[config.mk]
export PLATFORM = sky130hd
export DESIGN_NAME = riscv_dp_memif
export DESIGN_NICKNAME = d
export VERILOG_FILES = /design/src/rtl/riscv_pkg.sv /design/src/rtl/riscv_dp_storefmt.sv /design/src/rtl/riscv_dp_memif.sv
export SDC_FILE = /design/constraint.sdc
export NUM_CORES = 1
export LEC_CHECK = 0
export ABC_AREA = 0
export BUFFER_PORTS_ARGS = -buffer_cell sky130_fd_sc_hd__buf_2
export CAP_MARGIN = 25
export CELL_PAD_IN_SITES_DETAIL_PLACEMENT = 2
export CELL_PAD_IN_SITES_GLOBAL_PLACEMENT = 2
export CORE_UTILIZATION = 25
export DETAILED_ROUTE_END_ITERATION = 8
export GPL_TIMING_DRIVEN = 0
export PLACE_DENSITY = 0.86
export SYNTH_ARGS = -nofsm -noshare
export SYNTH_HDL_FRONTEND = slang
export SYNTH_SLANG_ARGS = --single-unit
[constraint.sdc]
create_clock -name iclk -period 3.7 [get_ports iclk]
set_input_delay 0.74 -clock iclk [delete_from_list [all_inputs] [get_ports iclk]]
set_output_delay 0.74 -clock iclk [all_outputs]
set_load 0.05 [all_outputs]
[src/rtl/riscv_pkg.sv]
// Shared definitions for the data-port memory interface: FSM states,
// RISC-V load/store funct3 codes and byte-enable helpers.
package riscv_pkg;

    typedef enum logic [1:0] {
        ST_IDLE = 2'd0,
        ST_REQ  = 2'd1,
        ST_RESP = 2'd2,
        ST_DONE = 2'd3
    } memif_state_e;

    // Byte-enable width of the 32-bit data bus.
    localparam int BE_WIDTH = 4;

    // funct3 codes for loads and stores
    localparam logic [2:0] F3_LB  = 3'b000;
    localparam logic [2:0] F3_LH  = 3'b001;
    localparam logic [2:0] F3_LW  = 3'b010;
    localparam logic [2:0] F3_LBU = 3'b100;
    localparam logic [2:0] F3_LHU = 3'b101;
    localparam logic [2:0] F3_SB  = 3'b000;
    localparam logic [2:0] F3_SH  = 3'b001;
    localparam logic [2:0] F3_SW  = 3'b010;

    // Access size lives in funct3[1:0]; bit 2 only selects zero-extension.
    localparam logic [1:0] SIZE_BYTE = 2'b00;
    localparam logic [1:0] SIZE_HALF = 2'b01;
    localparam logic [1:0] SIZE_WORD = 2'b10;

    function automatic logic is_misaligned(input logic [2:0] funct3,
                                           input logic [1:0] offset);
        logic mis;
        mis = 1'b0;
        case (funct3[1:0])
            SIZE_HALF: mis = offset[0];
            SIZE_WORD: mis = (offset != 2'b00);
            default:   mis = 1'b0;
        endcase
        return mis;
    endfunction

endpackage

[src/rtl/riscv_dp_storefmt.sv]
// Combinational store formatter: byte enables from size/offset and
// lane replication of the LSB-aligned store data.
module riscv_dp_storefmt
    import riscv_pkg::*;
#(
    parameter int MP_DATA_WIDTH = 32
) (
    input  logic [2:0]               funct3,
    input  logic [1:0]               offset,
    input  logic [MP_DATA_WIDTH-1:0] wdata,
    output logic [BE_WIDTH-1:0]      be,
    output logic [MP_DATA_WIDTH-1:0] fmt_wdata
);

    // NOTE: every output gets a default before the case so no latch is inferred.
    always_comb begin
        be        = '1;
        fmt_wdata = wdata;
        case (funct3[1:0])
            SIZE_BYTE: begin
                be        = BE_WIDTH'(4'b0001 << offset);
                fmt_wdata = {(MP_DATA_WIDTH/8){wdata[7:0]}};
            end
            SIZE_HALF: begin
                // A half at offset 3 keeps only the lane that fits in the word.
                be        = BE_WIDTH'(4'b0011 << offset);
                fmt_wdata = {(MP_DATA_WIDTH/16){wdata[15:0]}};
            end
            default: begin
                be        = '1;
                fmt_wdata = wdata;
            end
        endcase
    end

endmodule

[src/rtl/riscv_dp_memif.sv]
// Data-port memory interface between the core's load/store unit and a
// gnt/rvalid bus. Optional misaligned-access trap: RISCV_MISALIGN_TRAP_EN.
module riscv_dp_memif
    import riscv_pkg::*;
#(
    parameter int MP_DATA_WIDTH = 32,
    parameter int MP_ADDR_WIDTH = 32
) (
    input  logic                     iclk,
    input  logic                     irst,
    input  logic                     ivalid,
    input  logic                     iwe,
    input  logic [2:0]               ifunct3,
    input  logic [MP_ADDR_WIDTH-1:0] iaddr,
    input  logic [MP_DATA_WIDTH-1:0] iwdata,
    output logic                     ostall,
    output logic                     omem_req,
    output logic                     omem_we,
    output logic [MP_ADDR_WIDTH-1:0] omem_addr,
    output logic [BE_WIDTH-1:0]      omem_be,
    output logic [MP_DATA_WIDTH-1:0] omem_wdata,
    input  logic                     imem_gnt,
    input  logic                     imem_rvalid,
    input  logic [MP_DATA_WIDTH-1:0] imem_rdata,
    output logic                     oload_valid,
    output logic [MP_DATA_WIDTH-1:0] oload_data,
    output logic [1:0]               oload_op,
    output logic [2:0]               oload_funct3,
    output logic                     omisalign
);

    memif_state_e              state;
    logic [BE_WIDTH-1:0]       fmt_be;
    logic [MP_DATA_WIDTH-1:0]  fmt_wdata;
    logic                      trap;

    riscv_dp_storefmt #(
        .MP_DATA_WIDTH (MP_DATA_WIDTH)
    ) u_storefmt (
        .funct3    (ifunct3),
        .offset    (iaddr[1:0]),
        .wdata     (iwdata),
        .be        (fmt_be),
        .fmt_wdata (fmt_wdata)
    );

`ifdef RISCV_MISALIGN_TRAP_EN
    assign trap = is_misaligned(ifunct3, iaddr[1:0]);
`else
    assign trap      = 1'b0;
    assign omisalign = 1'b0;
`endif

    // Stall is raised in the accepting cycle itself so the core holds its pipeline.
    assign ostall = (state == ST_REQ) || (state == ST_RESP) ||
                    ((state == ST_IDLE) && ivalid);

    // NOTE: sequential state uses non-blocking assignments only.
    always_ff @(posedge iclk or posedge irst) begin
        if (irst) begin
            state        <= ST_IDLE;
            omem_req     <= 1'b0;
            omem_we      <= 1'b0;
            omem_addr    <= '0;
            omem_be      <= '0;
            omem_wdata   <= '0;
            oload_valid  <= 1'b0;
            oload_data   <= '0;
            oload_op     <= 2'b00;
            oload_funct3 <= 3'b000;
`ifdef RISCV_MISALIGN_TRAP_EN
            omisalign    <= 1'b0;
`endif
        end else begin
            oload_valid <= 1'b0;
`ifdef RISCV_MISALIGN_TRAP_EN
            omisalign   <= 1'b0;
`endif
            case (state)
                ST_IDLE: begin
                    if (ivalid) begin
                        omem_we      <= iwe;
                        omem_addr    <= {iaddr[MP_ADDR_WIDTH-1:2], 2'b00};
                        omem_be      <= fmt_be;
                        omem_wdata   <= fmt_wdata;
                        oload_op     <= iaddr[1:0];
                        oload_funct3 <= ifunct3;
                        if (trap) begin
`ifdef RISCV_MISALIGN_TRAP_EN
                            omisalign <= 1'b1;
`endif
                            state <= ST_DONE;
                        end else begin
                            omem_req <= 1'b1;
                            state    <= ST_REQ;
                        end
                    end
                end
                ST_REQ: begin
                    if (imem_gnt) begin
                        omem_req <= 1'b0;
                        if (omem_we) begin
                            state <= ST_DONE;
                        end else if (imem_rvalid) begin
                            oload_data  <= imem_rdata;
                            oload_valid <= 1'b1;
                            state       <= ST_DONE;
                        end else begin
                            state <= ST_RESP;
                        end
                    end
                end
                ST_RESP: begin
                    if (imem_rvalid) begin
                        oload_data  <= imem_rdata;
                        oload_valid <= 1'b1;
                        state       <= ST_DONE;
                    end
                end
                ST_DONE: begin
                    state <= ST_IDLE;
                end
                default: begin
                    state <= ST_IDLE;
                end
            endcase
        end
    end

endmodule

After elaboration in Yosys (flattened, before gate mapping):

Cells that the tools add are included.

* add/subtract/negate cells: 0
* $mul: 0
* divide/modulo/power cells: 0
* order comparisons: 0
* equal/unequal tests: 8
* shift operators: 2
* muxes and demuxes: 19
* bitwise gates (word level): 0
* reduce and logical (&&, ||, !) cells: 11

Operator list (number)
* 32-bit case mux with 2 select lines: 2
* 32-bit 2-to-1 mux: 3
* 3-bit AND reduction: 3
* 2-bit != test, second input constant: 4
* 2-bit case mux with 4 select lines: 1
* 4-bit case mux with 2 select lines: 1
* 1-bit 2-to-1 mux: 7
* 2-bit 2-to-1 mux: 3
* 2-bit by 1-bit equality test with 1-bit output, second input constant: 2
* 2-bit equality test, second input constant: 2
* 2-bit zero test: 2
* 1-bit case mux with 2 select lines: 2
* 2-bit nonzero test: 2
* 1-bit by 2-bit << shifter with 4-bit output, first input constant: 1
* 2-bit by 2-bit << shifter with 4-bit output, first input constant: 1
* 1-bit logical OR: 2
* 2-bit AND reduction: 1
* 1-bit logical AND: 1

* flip-flop bits (word level): 108
* latch bits: 0
* RAM bits: 0
* memory bits (read-only): 0
* bits of input ports: 105
* output and inout bits: 110
* logic and storage cells: 50
* memories: 0

Logic depth before layout (Yosys ltp):

Gate-level depths: netlist (run 1).

* word-level depth: 4
* mapped depth: 7
* depth with buffers taken out: 5

By module:

From an unflattened synthesis (run 1), not the netlist that was laid out.

* cells, all modules: 320
* area, all modules: 4820.9 sq um

Modules (own cells, without submodules)
* riscv_dp_memif: times used 1, cells each 259, area an instance 4326.6 sq um
* riscv_dp_storefmt: times used 1, cells each 61, area an instance 494.2 sq um

Worst setup path before layout (run 1):

No wires, ideal clock.

* path type: input to output
* start point: input port ivalid
* end point: output port ostall
* arrival time: 1368 ps
* required time: 2960 ps
* slack: 1592 ps
* stages on the path: 3
* cells stage by stage: nand2_1 -> buf_2 -> nand2b_1

* word-level cells in the longest chain between the ends: 2

Ends and longest elaborated chain
* from (decl): line riscv_dp_memif.sv:11 `input logic ivalid,`
* 1-bit logical AND: line riscv_dp_memif.sv:56 `((state == ST_IDLE) && ivalid);`
* 1-bit logical OR: line riscv_dp_memif.sv:55 `assign ostall = (state == ST_REQ) || (state == ST_RESP) ||`
* to (decl): line riscv_dp_memif.sv:16 `output logic ostall,`

No other way between the ends.

Worst setup path after layout (run 1):

* start point: register state[0]
* end point: output port ostall

* word-level cells in the longest chain between the ends: 3
* elaborated cells between the ends (all ways): 6

Ends and longest elaborated chain
* from (decl): line riscv_dp_memif.sv:32 `memif_state_e state;`
* from (signal assigned): line riscv_dp_memif.sv:61 `state <= ST_IDLE;`
* from (signal assigned): line riscv_dp_memif.sv:92 `state <= ST_DONE;`
* from (signal assigned): line riscv_dp_memif.sv:95 `state <= ST_REQ;`
* 2-bit by 1-bit equality test with 1-bit output (tied with other cells): line riscv_dp_memif.sv:55
* 1-bit logical OR / 1-bit logical AND (equally long branches): line riscv_dp_memif.sv:55, riscv_dp_memif.sv:56
* 1-bit logical OR (*): line riscv_dp_memif.sv:55

Every way passes the cells marked *; elsewhere a longest branch is shown, timed or not.

==> run summary, run 1 <==
Worst clock skew - 8.99 ps
Commonest non-fill, non-tap cells in the layout - 214 x buf_2, 151 x nand2_1, 108 x dfrtp_1
Worst rel slew slack - 53.3%
DP Worst Slack - 1360 ps
Worst-skew pair later-pin latency - 350 ps
Dpl cells - 870
Fin crit share - 71.1%
Routed vias/inst - 4.45
Largest net degree at the start of global routing - 72
Violated checks - design-rule violations
Cell Area, Synth - 0.00466 sq mm
Final wirelength - 15.5 mm
Mean post-synth cell area - 10.9 sq um
Synth area leader - dfrtp_1
Multi-input gate area - 0.00179 sq mm
Fillcell total - 2056
Max-capacitance violation count - 0
Storage cell area - 0.00270 sq mm
Layout Nets - 762
Top cells by area, synth - dfrtp_1 58%, nand2_1 12%, mux2_4 9.7%
Cell Rows - 49
Layout cell share with drive strength beyond 1 - 42.4%
Initial drt markers - 104
Clk sinks - 108
Top cell type's share of synthesized area - 57.9%
Top_reg_cell synth - dfrtp_1
Hold buffer count at CTS - 0
Post-route DRC - 34
Post-route ant nets - 0
VDD IR max - 366 uV
Critical path endpoint category - output pin
DR vias - 3937
IO buf count - 209
RSZ-0062 raised after global routing - false
Startpoint types - register
Initial antenna violation count - 0
CTS tree - built
Flop and latch count out of synthesis - 108
Yosys cell types - 31
Setup CP Type - reg -> out
Post-synth EDFFs - 0
Leak - 3.41 nW
DPL Wire Length - 11.9 mm
Die Wd - 139 um
Fmax - 380 MHz
Initial Utilization - 25.7%
Post-CTS sizing - 0
Htree depth - 3
Final Core Density - 34.6%
Final Hold Vio Count - 0
Clock buffer depth - 2
Crit Path Max Fanout - 10
Remaining Overflow, GRT - 0
Ys async rst share - 100%
Final non-filler cell total - 884
Status - complete, but fails checks
Fin crit period - 2630 ps
CP Data Arrival Time - 1890 ps
Clock root cell - clkbuf_16
P&R area growth vs syn - 34.8%
Final WS setup - 1070 ps
Full die area - 0.0192 sq mm
Setup bufs post-CTS - 0
Clock transition at path regs - 70 ps
Critical Path RT - 2960 ps
Min-delay worst type - in -> async
Global-route wire length before repair - 24.7 mm
Post-synthesis sequential area ratio - 57.9%
Synth Warn # - 0
Core area - 0.0181 sq mm
Cts bufs inserted - 9
Vias in the first global route - 4414
Worst hold slack - 397 ps
Die H - 139 um
Final setup viols - 0
GP Congestion - 0.698
I/O pin count - 215
Commonest non-fill, non-tap cell in the layout - buf_2
Final slew viol count - 0
Least-Margin Pin Slew - 700 ps
Post-synthesis instance total - 429
WL per Instance - 17.6 um
All-Layer GR Usage - 16.8%
Pwr/cell area - 1120 mW/mm^2
TritonRoute pass-1 iters - 7
[metal layers]
metal | track usage, % | wire (um) | part of all wire [%]
met1 | 20.4 | 6360 | 41
met2 | 28.2 | 7680 | 49
met3 | 4.83 | 1180 | 7.6
met4 | 5.97 | 301 | 1.9
met5 | 0 | 0 | 0
[layout make-up]
class                   count  share of cell area (%)
flip-flops and latches    108                    43.0
multi-input cells         289                    28.4
repair buffers            210                    17.1
well taps                 229                    4.56
clock buffers              10                    3.64
plain buffers              27                    2.49
inverters                   7                   0.498
clock inverters             3                   0.279
diodes                      1                  0.0398
[cells in the mapped netlist, types with 2 or more instances]
cell type	n
buf_8	3
buf_1	4
nand2_1	151
a41oi_1	2
mux2_4	30
mux2i_1	19
mux2_2	5
ha_1	5
nand2b_1	3
dfrtp_1	108
a22oi_1	5
or2_2	3
buf_2	5
nand3_1	2
buf_4	4
clkbuf_1	11
a31oi_1	2
nor2_1	9
o21ai_0	26
inv_1	7
a21oi_1	15
[metrics by stage]
stage | TNS, ps | power, mW | instance area, sq um
6_report | 0 | 7.02 | 6290
5_1_grt | 0 | 7.41 | 6280
4_1_cts | 0 | 7.13 | 6280
3_5_place_dp | 0 | 6.22 | 6040
3_3_place_gp | -160970 | 6.08 | 6000
2_1_floorplan | 0 | 5.14 | 4670
[where the power goes]
group / internal, mW / switching, mW / total, mW / leakage [nW]
clock: 0.445 / 0.431 / 0.876 / 0.120
sequential: 1.75 / 0.302 / 2.06 / 1.31
combinational: 1.08 / 3.01 / 4.09 / 1.98
total: 3.28 / 3.74 / 7.02 / 3.41
[kinds of logic after synthesis]
family / share of synthesized area [%]
buffers and inverters: 3.92
and+or+nand+nor: 14.8
AOI/OAI and AO/OA: 6.76
muxes: 15.2
other: 0.0804
adders and majority gates: 1.34
DFF: 57.9
[final timing paths]
path                               start             to  slack, ps  cells past startpoint
max                             state[0]         ostall       1070                      6
min                                 irst   omem_addr[5]        400                      2
max reg2reg                     state[0]  omem_wdata[2]       1760                      7
min reg2reg                omem_addr[10]  omem_addr[10]        470                      2
max in group asynchronous           irst  oload_data[3]       2590                      3
min in group iclk          omem_addr[10]  omem_addr[10]        470                      2
[state kept, by name, summed over array words and instances, names as in the netlist]
| signal | cells |
|---|---|
| oload_data | 32 |
| oload_funct3 | 3 |
| oload_op | 2 |
| oload_valid | 1 |
| omem_addr | 30 |
| omem_be | 4 |
| omem_req | 1 |
| omem_wdata | 32 |
| omem_we | 1 |
| state | 2 |
[critical path: stages (launching register included)]
cell	delay [ps]
dfrtp_1	430
inv_1	130
ha_1	250
nand2_1	150
buf_2	240
nand2b_1	90
buf_2	270
(Power assumes the default switching activity.)
==> run 2, diff against run 1 <==
Clock period 3.7 ns to 2.3 ns, I/O delays scaled along.
==> run 2 against run 1 <==
  * The flow still finishes with violations (design-rule violations)
  * Clock skew shrank 2.6 ps
  * Cell count grew 0.45%
  * Sequential cell count is the same
  * Sequential power grew 61%
  * Largest cell class unchanged
  * First-iteration DRC count shrank 11%
==> run summary, run 2 (synthesis results as in run 1) <==
Die Wd - 139 um (unchanged)
CP cell instances - inv_1 -> ha_4 -> nand2_2 -> buf_4 -> nand2b_1 -> buf_4 (was inv_1 -> ha_1 -> nand2_1 -> buf_2 -> nand2b_1 -> buf_2)
Clock buffer depth - 2 (unchanged)
Biggest regs - oload_data (32), omem_wdata (32), omem_addr (30) (unchanged)
Worst rel slew slack - 62.4% (was 53.3%)
WL per Instance - 17.7 um (was 17.6 um)
Full die area - 0.0192 sq mm (unchanged)
# diodes - 0 (was 1)
Final wirelength - 15.7 mm (was 15.5 mm)
Clock transition at path regs - 70 ps (about the same)
Pwr/cell area - 1820 mW/mm^2 (was 1120 mW/mm^2)
Critical path endpoint category - output pin (unchanged)
Final Hold Vio Count - 0 (unchanged)
Fmax - 468 MHz
Final Core Density - 35.3% (was 34.6%)
Final non-filler cell total - 888 (was 884)
CTS tree - built (unchanged)
Cell Rows - 49 (unchanged)
Worst-skew pair later-pin latency - 340 ps (was 350 ps)
VDD IR max - 623 uV (was 366 uV)
Post-route ant nets - 0 (unchanged)
Initial Utilization - 25.7% (unchanged)
P&R area growth vs syn - 37.5% (was 34.8%)
Hold buffer count at CTS - 0 (unchanged)
Crit Path Max Fanout - 10 (unchanged)
Core area - 0.0181 sq mm (unchanged)
Worst path max stage delay - 410 ps (was 430 ps)
Remaining Overflow, GRT - 0 (unchanged)
Final Cell Area - 0.00641 sq mm (was 0.00629 sq mm)
Largest delay contributor family on the critical path - buffers and inverters (unchanged)
Clk sinks - 108 (unchanged)
Final slew viol count - 0 (unchanged)
Leak - 3.47 nW (was 3.41 nW)
I/O pin count - 215 (unchanged)
Initial drt markers - 93 (was 104)
Worst clock skew - 6.38 ps (was 8.99 ps)
Setup bufs post-CTS - 0 (unchanged)
Setup CP Type - reg -> out (unchanged)
Min-delay worst type - in -> async (unchanged)
Crit-path slowest cell - dfrtp_1 (unchanged)
GP Congestion - 0.732 (was 0.698)
Buf/Inv on CP - 3 (unchanged)
Global-route wire length before repair - 25.3 mm (was 24.7 mm)
CP Data Arrival Time - 1680 ps (was 1890 ps)
Status - complete, but fails checks (unchanged)
Crit path top cell by count - buf_4 (was buf_2)
Commonest non-fill, non-tap cell in the layout - buf_2 (unchanged)
Routed vias/inst - 4.49 (was 4.45)
Violated checks - design-rule violations (unchanged)
Die H - 139 um (unchanged)
Vias in the first global route - 4397 (was 4414)
Least-Margin Pin Slew - 565 ps (was 700 ps)
DR vias - 3985 (was 3937)
Cts bufs inserted - 9 (unchanged)
Startpoint types - register (unchanged)
Critical Path RT - 1840 ps (was 2960 ps)
Layout cell share with drive strength beyond 1 - 43.4% (was 42.4%)
Final setup viols - 0 (unchanged)
All-Layer GR Usage - 16.9% (was 16.8%)
IO buf count - 209 (unchanged)
Htree depth - 3 (unchanged)
Fin crit share - 92.9%
Fillcell total - 2029 (was 2056)
Commonest non-fill, non-tap cells in the layout - 212 x buf_2, 150 x nand2_1, 108 x dfrtp_1 (was 214 x buf_2, 151 x nand2_1, 108 x dfrtp_1)
TritonRoute pass-1 iters - 7 (unchanged)
Fin crit period - 2140 ps
Clock root cell - clkbuf_16 (unchanged)
Dpl cells - 872 (was 870)
Layout Nets - 764 (was 762)
RSZ-0062 raised after global routing - false (unchanged)
Post-route DRC - 17 (was 34)
Initial antenna violation count - 0 (unchanged)
Placed cell areas - 0.00607 sq mm (was 0.00604 sq mm)
Max-capacitance violation count - 0 (unchanged)
DPL Wire Length - 12.1 mm (was 11.9 mm)
Largest net degree at the start of global routing - 38 (was 72)
## run 2: changes by cell type in the layout (fill, tap and decap cells not counted), moves of 2 or more
cell,before,now
clkinv_4,0,2
buf_4,4,6
bufinv_16,0,2
buf_2,214,212
buf_12,0,3
## run 2: area by class of cell
type	count	area (sq um)	area share (%)
timing repair buffer	212	1110	17.3
inverter	7	30.0	0.468
clock inverter	6	87.6	1.37
buffer	27	159	2.48
tap	229	287	4.47
multi-input combinational	289	1800	28.1
clock buffer	10	239	3.73
sequential	108	2700	42.1
## run 2: report_power, final
part / internal (mW) / switching (mW) / total (mW)
combinational: 1.78 / 4.84 / 6.62
sequential: 2.82 / 0.497 / 3.32
clock: 0.986 / 0.739 / 1.73
## run 2: stage by stage
step | setup slack, ps | setup TNS, ps | hold slack, ps | power (mW)
detailed placement | 254 | 0 | 412 | 10.0
global route | 60.9 | 0 | 47.1 | 12.3
global placement | -339 | -35490 | 453 | 9.78
floorplan | 487 | 0 | 500 | 8.27
finish | 164 | 0 | 41.1 | 11.7
CTS | 0.425 | 0 | 30.9 | 11.8
## run 2: final timing paths
path / startpoint / to / slack [ps] / depth (start not counted)
worst max-delay path: state[1] / ostall / 160 / 6
worst min register to register: omem_addr[10] / omem_addr[10] / 470 / 2
worst min-delay path: irst / oload_data[3] / 40 / 2
min in group iclk: iaddr[25] / omem_addr[25] / 300 / 3
worst max register to register: state[1] / oload_data[15] / 370 / 6
max in group asynchronous: irst / oload_funct3[0] / 1530 / 4
## run 2: timing repair
| action | CTS | global route |
|---|---|---|
| setup endpoints to repair | 1 | 1 |
| gates resized for setup | 3 | 3 |
| hold endpoints to repair | 0 | 0 |
| gates cloned | 0 | 0 |
## run 2: routing by layer
layer | part of all wire, % | GRT usage (%) | vias to the layer above
met4 | 1.3 | 5.14 | 0
met1 | 41 | 20.3 | 1989
li1 | - | - | 1845
met2 | 51 | 29.7 | 135
met3 | 6.7 | 4.28 | 16
met5 | 0 | 0 | -
==> run 3, diff against run 2 <==
Settings changed: CELL_PAD_IN_SITES_DETAIL_PLACEMENT 2 to default, CELL_PAD_IN_SITES_GLOBAL_PLACEMENT 2 to default, CORE_UTILIZATION 25 to 42.
==> run 3 against run 2 <==
  * Largest power group unchanged
  * The run now ends clean
  * Hold slack improved by 240 ps
  * Clock power fell by 36%
  * Non-clock buffer count fell by 1
  * Wire length fell by 24%
  * Clock skew rose by 7.6 ps
  * Die area fell by 40%
  * Cell count fell by 10%
  * Clock-buffer cell count rose by 2
  * Maximum frequency rose by 0.39%
  * Sequential share of layout area rose by 1.8 points
  * Critical path depth did not move
  * Core utilization rose by 21 points
==> run summary, run 3 (synthesis results as in run 1) <==
Initial drt markers - 168 (was 93)
CTS tree - built (unchanged)
Least-Margin Pin Slew - 902 ps (was 565 ps)
Clk sinks - 108 (unchanged)
Final setup viols - 0 (unchanged)
DP Worst Slack - 296 ps (was 254 ps)
Critical Path RT - 1840 ps (about the same)
Cts bufs inserted - 9 (unchanged)
Clock root cell - clkbuf_8 (was clkbuf_16)
Commonest non-fill, non-tap cells in the layout - 212 x buf_2, 150 x nand2_1, 108 x dfrtp_1 (unchanged)
VDD IR max - 1080 uV (was 623 uV)
All-Layer GR Usage - 20.7% (was 16.9%)
Clock transition at path regs - 100 ps (was 70 ps)
Min-delay worst type - in -> async (unchanged)
I/O pin count - 215 (unchanged)
WL per Instance - 15.0 um (was 17.7 um)
Biggest regs - oload_data (32), omem_wdata (32), omem_addr (30) (unchanged)
Worst rel slew slack - 39.8% (was 62.4%)
Initial antenna violation count - 0 (unchanged)
Global-route wire length before repair - 18.6 mm (was 25.3 mm)
Placed cell areas - 0.00594 sq mm (was 0.00607 sq mm)
CP cell instances - inv_1 -> ha_4 -> nand2_2 -> buf_4 -> nand2b_1 -> buf_6 (was inv_1 -> ha_4 -> nand2_2 -> buf_4 -> nand2b_1 -> buf_4)
Clock buffer depth - 2 (unchanged)
Die H - 107 um (was 139 um)
Cell Rows - 38 (was 49)
Layout Nets - 763 (was 764)
Setup bufs post-CTS - 0 (unchanged)
Layout cell share with drive strength beyond 1 - 42.7% (was 43.4%)
Final wirelength - 11.9 mm (was 15.7 mm)
Startpoint types - register (unchanged)
TritonRoute pass-1 iters - 4 (was 7)
Full die area - 0.0115 sq mm (was 0.0192 sq mm)
Overall Power - 10.9 mW (was 11.7 mW)
Multi-input gate area - 0.00180 sq mm (unchanged)
Setup CP Type - reg -> out (unchanged)
# diodes - 0 (unchanged)
Pwr/cell area - 1780 mW/mm^2 (was 1820 mW/mm^2)
Max-capacitance violation count - 0 (unchanged)
Die Wd - 107 um (was 139 um)
IO buf count - 209 (unchanged)
Final Core Density - 56.7% (was 35.3%)
Crit Reg-Reg Endpoint - oload_data[14] (was oload_data[15])
Hold buffer count at CTS - 0 (unchanged)
Htree depth - 3 (unchanged)
Fin crit share - 92.5% (was 92.9%)
Fmax - 470 MHz (was 468 MHz)
Worst path max stage delay - 430 ps (was 410 ps)
Worst-skew pair later-pin latency - 360 ps (was 340 ps)
Fin crit period - 2130 ps (was 2140 ps)
Worst clock skew - 14.0 ps (was 6.38 ps)
Initial Utilization - 43.0% (was 25.7%)
DPL Wire Length - 9.19 mm (was 12.1 mm)
Largest net degree at the start of global routing - 45 (was 38)
Crit-path slowest cell - dfrtp_1 (unchanged)
Crit Path Max Fanout - 10 (unchanged)
Final Hold Vio Count - 0 (unchanged)
DR vias - 3905 (was 3985)
Status - finished clean (was complete, but fails checks)
Final slew viol count - 0 (unchanged)
Storage cell area - 0.00270 sq mm (unchanged)
CP Data Arrival Time - 1670 ps (was 1680 ps)
Post-route DRC - 0 (was 17)
Final Cell Area - 0.00615 sq mm (was 0.00641 sq mm)
Leak - 3.39 nW (was 3.47 nW)
Critical path endpoint category - output pin (unchanged)
Reg-to-reg setup timing slack - 400 ps (was 370 ps)
Commonest non-fill, non-tap cell in the layout - buf_2 (unchanged)
GP Congestion - 0.836 (was 0.732)
Fillcell total - 938 (was 2029)
Reg2Reg Depth - 6 (unchanged)
Core area - 0.0108 sq mm (was 0.0181 sq mm)
Final WS setup - 172 ps (was 164 ps)
P&R area growth vs syn - 31.8% (was 37.5%)
Reg-to-Reg Start - state[1] (unchanged)
Remaining Overflow, GRT - 0 (unchanged)
Routed vias/inst - 4.89 (was 4.49)
RSZ-0062 raised after global routing - false (unchanged)
Post-route ant nets - 0 (unchanged)
Vias in the first global route - 3933 (was 4397)
==> run 3: metal layers <==
| metal | part of all wire, % | routed length (um) | GRT usage, % |
|---|---|---|---|
| met1 | 41 | 4920 | 25.1 |
| met2 | 50 | 5960 | 35.5 |
| met3 | 6.4 | 768 | 5.08 |
| met4 | 2.6 | 305 | 8.02 |
| met5 | 0 | 0 | 0 |
==> run 3: area by class of cell <==
type	count	share of cell area [%]
repair buffers	211	17.8
flip-flops and latches	108	44.0
well taps	140	2.85
clock buffers	12	2.20
inverters	7	0.489
clock inverters	4	0.814
plain buffers	27	2.59
multi-input cells	289	29.3
==> run 3: worst max-delay path: cells and delay by family (launching register included) <==
family,cells,cell delay [ps]
and+or+nand+nor,2,180
buffers and inverters,3,530
adders and majority gates,1,180
DFF,1,430
==> run 3: worst max-delay path by stage <==
stage	to	slack (ps)	cells after the start	startpoint
after floorplan	ostall	490	5	state[0]
after global placement	omem_be[0]	-70	2	irst
after detailed placement	ostall	300	6	state[0]
after CTS	ostall	30	6	state[0]
after global routing	ostall	40	6	state[0]
final	ostall	170	6	state[0]
==> run 3: power breakdown <==
group          switching, mW  internal (mW)  leakage [nW]
Sequential             0.510           2.82          1.31
Clock                  0.609          0.504        0.0866
Combinational           4.72           1.79          1.98
==> run 3: metrics by stage <==
step	TNS (ps)	std cells	hold WS, ps
floorplan	0	431	500
global placement	-6360	780	455
detailed placement	0	782	457
CTS	0	798	266
global route	0	798	268
finish	0	798	278
==> run 3: what timing repair did <==
item | CTS | global route
cloned | 0 | 0
resized for setup | 3 | 3
endpoints found under the setup margin | 1 | 1
